`config.mk`:
```
export PLATFORM = sky130hd
export DESIGN_NAME = serial_adder_ctrl
export DESIGN_NICKNAME = d
export VERILOG_FILES = /design/src/rtl/serial_adder_ctrl.sv
export SDC_FILE = /design/constraint.sdc
export NUM_CORES = 1
export LEC_CHECK = 0
export ABC_AREA = 0
export BUFFER_PORTS_ARGS = -buffer_cell sky130_fd_sc_hd__buf_2
export CAP_MARGIN = 20
export CORE_ASPECT_RATIO = 0.9
export CORE_UTILIZATION = 24
export DETAILED_ROUTE_END_ITERATION = 6
export GPL_TIMING_DRIVEN = 0
export SETUP_SLACK_MARGIN = 0.15
export SLEW_MARGIN = 10
export SYNTH_ARGS = -nofsm -noshare
export SYNTH_HDL_FRONTEND = slang
export SYNTH_SLANG_ARGS = --single-unit
```
`constraint.sdc`:
```
create_clock -name clk -period 1.9 [get_ports clk]
set_input_delay 0 -clock clk [delete_from_list [all_inputs] [get_ports clk]]
set_output_delay 0 -clock clk [all_outputs]
set_load 0.01 [all_outputs]
```
`src/rtl/serial_adder_ctrl.sv`:
```
// Bit-serial adder: one full-adder cell sequenced LSB first over WIDTH bit slots.
// Latency: start accepted at E0, sum/cout written at E(WIDTH), done high for the following cycle.
// Backpressure: start is taken only while ready=1; there is no queuing, and start is ignored in RUN/DONE.
module serial_adder_ctrl #(
    parameter int WIDTH = 8
) (
    input  logic             clk,
    input  logic             rst_n,
    input  logic             start,
    input  logic [WIDTH-1:0] a,
    input  logic [WIDTH-1:0] b,
    input  logic             cin,
    output logic             ready,
    output logic             busy,
    output logic             done,
    output logic [WIDTH-1:0] sum,
    output logic             cout
);

    localparam int            CW   = (WIDTH > 1) ? $clog2(WIDTH) : 1;
    localparam logic [CW-1:0] LAST = CW'(WIDTH - 1);

    localparam logic [1:0] S_IDLE = 2'd0;
    localparam logic [1:0] S_RUN  = 2'd1;
    localparam logic [1:0] S_DONE = 2'd2;

    logic [1:0]       state;
    logic [WIDTH-1:0] sa;
    logic [WIDTH-1:0] sb;
    logic [WIDTH-1:0] psum;
    logic             carry;
    logic [CW-1:0]    cnt;

    logic             slot_s;
    logic             slot_c;
    logic [WIDTH-1:0] psum_nxt;
    logic             last_slot;
    logic             accept;

    // The single shared full-adder cell, fed from the operand shift register LSBs.
    always_comb begin
        slot_s    = sa[0] ^ sb[0] ^ carry;
        slot_c    = (sa[0] & sb[0]) | (sa[0] & carry) | (sb[0] & carry);
        psum_nxt  = {slot_s, psum[WIDTH-1:1]};
        last_slot = (cnt == LAST);
        accept    = (state == S_IDLE) && start;
    end

    always_ff @(posedge clk or negedge rst_n) begin
        if (!rst_n) begin
            state <= S_IDLE;
        end else begin
            case (state)
                S_IDLE:  if (start) state <= S_RUN;
                S_RUN:   if (last_slot) state <= S_DONE;
                S_DONE:  state <= S_IDLE;
                default: state <= S_IDLE;
            endcase
        end
    end

    always_ff @(posedge clk or negedge rst_n) begin
        if (!rst_n) begin
            sa    <= '0;
            sb    <= '0;
            psum  <= '0;
            carry <= 1'b0;
            cnt   <= '0;
            sum   <= '0;
            cout  <= 1'b0;
        end else if (accept) begin
            sa    <= a;
            sb    <= b;
            psum  <= '0;
            carry <= cin;
            cnt   <= '0;
        end else if (state == S_RUN) begin
            sa    <= {1'b0, sa[WIDTH-1:1]};
            sb    <= {1'b0, sb[WIDTH-1:1]};
            psum  <= psum_nxt;
            carry <= slot_c;
            // Counter saturates on the last slot so it never wraps past WIDTH-1.
            cnt   <= last_slot ? cnt : cnt + CW'(1);
            if (last_slot) begin
                sum  <= psum_nxt;
                cout <= slot_c;
            end
        end
    end

    assign ready = (state == S_IDLE);
    assign busy  = (state == S_RUN);
    assign done  = (state == S_DONE);

endmodule

```
# == Word level (Yosys, flattened, before mapping) ==
# Cells that the tools add are included.
# classes
add_sub_neg,1
n_eq_ne,6
mux,14
n_bitwise,8
reduce_logical,6
# op_table
operator,n
2-to-1 mux 8 bit,6
2-to-1 mux 3 bit,3
2-to-1 mux 2 bit,2
"!= test 2 x 1 -> 1 bit, second input constant",2
one-hot mux 2 bit (2 select lines),1
AND reduction 2 bit,2
"adder 3 x 1 -> 3 bit, second input constant",1
bitwise AND 1 bit,3
"equality test 3 bit, second input constant",1
AND reduction 3 bit,1
"equality test 2 x 1 -> 1 bit, second input constant",1
"equality test 2 bit, second input constant",1
logical NOT 2 bit,1
2-to-1 mux 1 bit,2
"!= test 2 bit, second input constant",1
OR 1 bit,2
nonzero test 2 bit,1
XOR 1 bit,2
logical AND 1 bit,1
inverter 1 bit,1
# totals
reg_bits,39
input_bits,20

# == Depth between registers and ports, before layout ==
# logic_depth
ltp_word,5
ltp_mapped,6
ltp_nobuf,5

# == Least setup slack after synthesis ==
# No wires, ideal clock.
# synth_path
path_kind,register to register
start,register cnt[0]
end,register cout
setup_ps,125
arrival_ps,1305
t_required_ps,1775
slack_ps,470
stages_incl_launch_ff,6
n_path_buf,1
cell_sequence,dfrtp_1 ha_1 ha_1 buf_4 nand2_8 mux2_4
# synth_between
elab_chain_len,2
# synth_rtl
item,line,text
start: declaration,32,logic [CW-1:0] cnt;
start signal: assignment,83,cnt <= last_slot ? cnt : cnt + CW'(1);
equality test 3 bit,45,last_slot = (cnt == LAST);
AND reduction 3 bit (no source line),n/a,
end signal: assignment,86,cout <= slot_c;
end: declaration,17,output logic cout
# No other way between the ends.
# A chain may end at the register's enable or synchronous reset.

# == Final worst setup path ==
# layout_path
start,register state[1]
end,output done
# layout_between
elab_chain_len,1
# layout_rtl
item,line,text
start: declaration,27,logic [1:0] state;
start signal: assignment,51,state <= S_IDLE;
start signal: assignment,54,S_IDLE: if (start) state <= S_RUN;
start signal: assignment,55,S_RUN: if (last_slot) state <= S_DONE;
equality test 2 bit,93,assign done = (state == S_DONE);
end: declaration,15,"output logic done,"
# No other way between the ends.

==> results_tabular.tex <==
\begin{tabular}{lr}
\hline
Metric & Value \\
\hline
\multicolumn{2}{l}{\textbf{Outcome}} \\
Outcome & finished clean \\
\multicolumn{2}{l}{\textbf{GRT}} \\
Vias in the first global route & 1180 \\
Largest net degree at the start of global routing & 39 \\
Initial antenna violation count & 0 \\
Overflow left after global routing & 0 \\
First-pass GRT wire length & 5.906 mm \\
Overall routing resource usage & 10.39\% \\
\multicolumn{2}{l}{\textbf{Clock network}} \\
Cts bufs inserted & 5 \\
Clock transition at the register clock pins on the worst setup and hold paths after CTS & 0.08 ns \\
CTS Hold Buffers Added & 3 \\
Clock latency at the later pin of the worst-skew pair & 0.29 ns \\
Maximum root-to-sink buffer count & 2 \\
Number of post-CTS setup repair buffers & 0 \\
Number of clock sinks & 38 \\
Gates resized, CTS repair & 0 \\
TritonCTS clock tree & yes \\
H-Tree Level Count & 2 \\
Clock Root Buffer & clkbuf\_8 \\
\multicolumn{2}{l}{\textbf{STA}} \\
Ratio of final minimum period to clock period & 82.35\% \\
RSZ-0062 raised after global routing & no \\
Final clock skew & 0.007814 ns \\
Total negative setup slack & 0 ns \\
Setup violations, final & 0 \\
Fin crit period & 1.565 ns \\
Number of pins exceeding their max-slew limit in the final report & 0 \\
Headroom to the max-slew limit & 44.19\% \\
Peak Freq & 639.1 MHz \\
Final Hold Violating Endpoints & 0 \\
Measured slew at the worst slew-check pin & 0.8371 ns \\
\multicolumn{2}{l}{\textbf{Yosys}} \\
Post-synth EDFFs & 0 \\
Instance count of the mapped netlist & 143 \\
Synth async-reset ratio & 100.0\% \\
Share of synthesized area occupied by flip-flops and latches & 56.09\% \\
Average cell area after synthesis & 11.86 µm² \\
Post-synthesis cell area & 1695 µm² \\
FF+latch count, synth & 38 \\
Number of distinct standard cells referenced by the synthesized netlist & 28 \\
Synth warnings & 0 \\
Flip-flop cell with the highest count after synthesis & dfrtp\_1 \\
Syn\_nets & 166 \\
\multicolumn{2}{l}{\textbf{Detailed routing}} \\
Aggregate routed wire length & 3.608 mm \\
Via count of the routed design & 1258 \\
Drt pass-1 iters & 6 \\
\# DRC & 0 \\
Wire length per cell & 13.12 µm \\
Number of design-rule violations left by the first detailed-router iteration & 69 \\
DRT antenna net count & 0 \\
Average vias per placed instance & 4.575 \\
\multicolumn{2}{l}{\textbf{Floorplanning}} \\
Area of the core & 6691 µm² \\
Initial Utilization & 25.34\% \\
Die width & 90.60 µm \\
Die area & 7405 µm² \\
Height of the die & 81.74 µm \\
Num ports & 32 \\
Count of standard-cell rows & 28 \\
\multicolumn{2}{l}{\textbf{Power and ir drop}} \\
Power density over cell area & 1544 nW/µm² \\
Standby leakage power & 0.9774 nW \\
Worst ir drop on vdd & 0.0003298 V \\
\multicolumn{2}{l}{\textbf{Critical path}} \\
Critical path start-end classification & reg2out \\
Required time of the critical path & 1.90 ns \\
Category of the worst setup path launch point & register \\
Data arrival time at the worst-slack endpoint & 1.56 ns \\
Peak fanout along the critical path & 10 \\
Nature of the critical path endpoint & output pin \\
\multicolumn{2}{l}{\textbf{Placed design}} \\
Placer's final routability congestion estimate & 0.7391 \\
Area of placed instances & 1963 µm² \\
Half-perimeter wire length of the detailed placement result & 2.516 mm \\
Port buffer count & 31 \\
\multicolumn{2}{l}{\textbf{Cells and area}} \\
Fill count & 675 \\
Area added between synthesis and finish & 23.17\% \\
Layout cells sized above 1 & 32.97\% \\
Nets & 207 \\
Layout Utilization & 31.21\% \\
Post-layout instance area & 2088 µm² \\
Antenna diode count & 0 \\
\multicolumn{2}{l}{\textbf{Job}} \\
\# Max-Cap Violations & 0 \\
\multicolumn{2}{l}{\textbf{Hold path}} \\
Class of the tightest hold or removal check & in2reg \\
\hline
\end{tabular}
## critical path, stage by stage (launching register included)
cell and delay [ns]:
dfrtp_1 0.37, buf_6 0.13, inv_1 0.16, clkbuf_1 0.38
nor2_1 0.07, buf_2 0.15
## Yosys cell counts (all sizes together), types with 2 or more instances
| cell | n | area [µm²] |
|---|---|---|
| a21oi | 16 | 80.08 |
| o21ai | 5 | 25.02 |
| nand2 | 6 | 38.79 |
| buf | 9 | 60.06 |
| dfrtp | 38 | 950.9 |
| nand2b | 4 | 32.53 |
| ha | 2 | 25.02 |
| a22oi | 2 | 15.01 |
| a22o | 7 | 61.31 |
| inv | 5 | 31.28 |
| mux2 | 9 | 135.1 |
| o22ai | 19 | 118.9 |
| nor2 | 13 | 48.80 |
## logic make-up after synthesis
kind of cell / synth area share (%)
compound gates: 19.85
flops: 56.09
simple gates: 7.823
buf+inv: 5.609
mux: 7.971
fa+ha+maj: 2.657
## worst paths after layout
check | from | end | slack, ns | cells after the start
max | state[1]$_DFFE_PN0P_ | done | 0.34 | 5
min | a[3] | sa[3]$_DFFE_PN0P_ | 0.01 | 3
max reg2reg | cnt[0]$_DFFE_PN0P_ | sum[5]$_DFFE_PN0P_ | 0.37 | 5
min reg2reg | psum[1]$_DFFE_PN0P_ | psum[1]$_DFFE_PN0P_ | 0.51 | 1
max in group asynchronous | rst_n | sb[4]$_DFFE_PN0P_ | 1.02 | 2
min in group asynchronous | rst_n | sum[2]$_DFFE_PN0P_ | 0.35 | 2
## flip-flops by register name, indices dropped and copies added (netlist names)
name,cells
sa,8
cnt,3
sum,8
state,2
carry,1
psum,7
sb,8
cout,1
## layout make-up
type                    count  area [µm²]  area share [%]
multi-input cells          90       649.4           31.10
clock inverters             2       12.51          0.5992
well taps                  90       112.6           5.392
plain buffers              10       63.81           3.056
flip-flops and latches     38       950.9           45.54
clock buffers               6       82.58           3.954
repair buffers             34       185.2           8.868
inverters                   5       31.28           1.498
## per-stage QoR
step / total power [mW] / hold WS, ns / cells / setup WS [ns]
after global routing: 3.449 / 0.01631 / 275 / 0.2550
after CTS: 3.242 / 0.01320 / 275 / 0.3379
after detailed placement: 2.655 / 0.1505 / 264 / 0.3807
after floorplan: 2.294 / -0.2956 / 143 / 0.4699
after global placement: 2.617 / 0.1586 / 264 / 0.3966
final: 3.223 / 0.01449 / 275 / 0.3353
## power by group
group / switching, mW / internal, mW
Clock: 0.292 / 0.292
Combinational: 0.640 / 0.624
Sequential: 0.222 / 1.15
Total: 1.15 / 2.07
## layer usage
metal | global-route usage, % | up-vias | wire, µm
met4 | 3.871 | 0 | 43
met5 | 0 | - | 0
met1 | 13.54 | 620 | 1686
met3 | 3.148 | 5 | 159
li1 | - | 607 | -
met2 | 16.36 | 26 | 1718
## cells in the final DEF, fill, tap and decap left out, types with 2 or more instances in the layout
cell type / count
a21oi_1: 16
a22o_1: 7
a22oi_1: 2
buf_2: 37
buf_6: 2
clkbuf_8: 6
dfrtp_1: 38
dlygate4sd3_1: 3
ha_1: 2
inv_1: 3
mux2_4: 9
nand2_1: 5
nand2b_1: 3
nor2_1: 13
o21ai_1: 4
o22ai_1: 19
No activity file was read; power rests on OpenSTA's default activity.
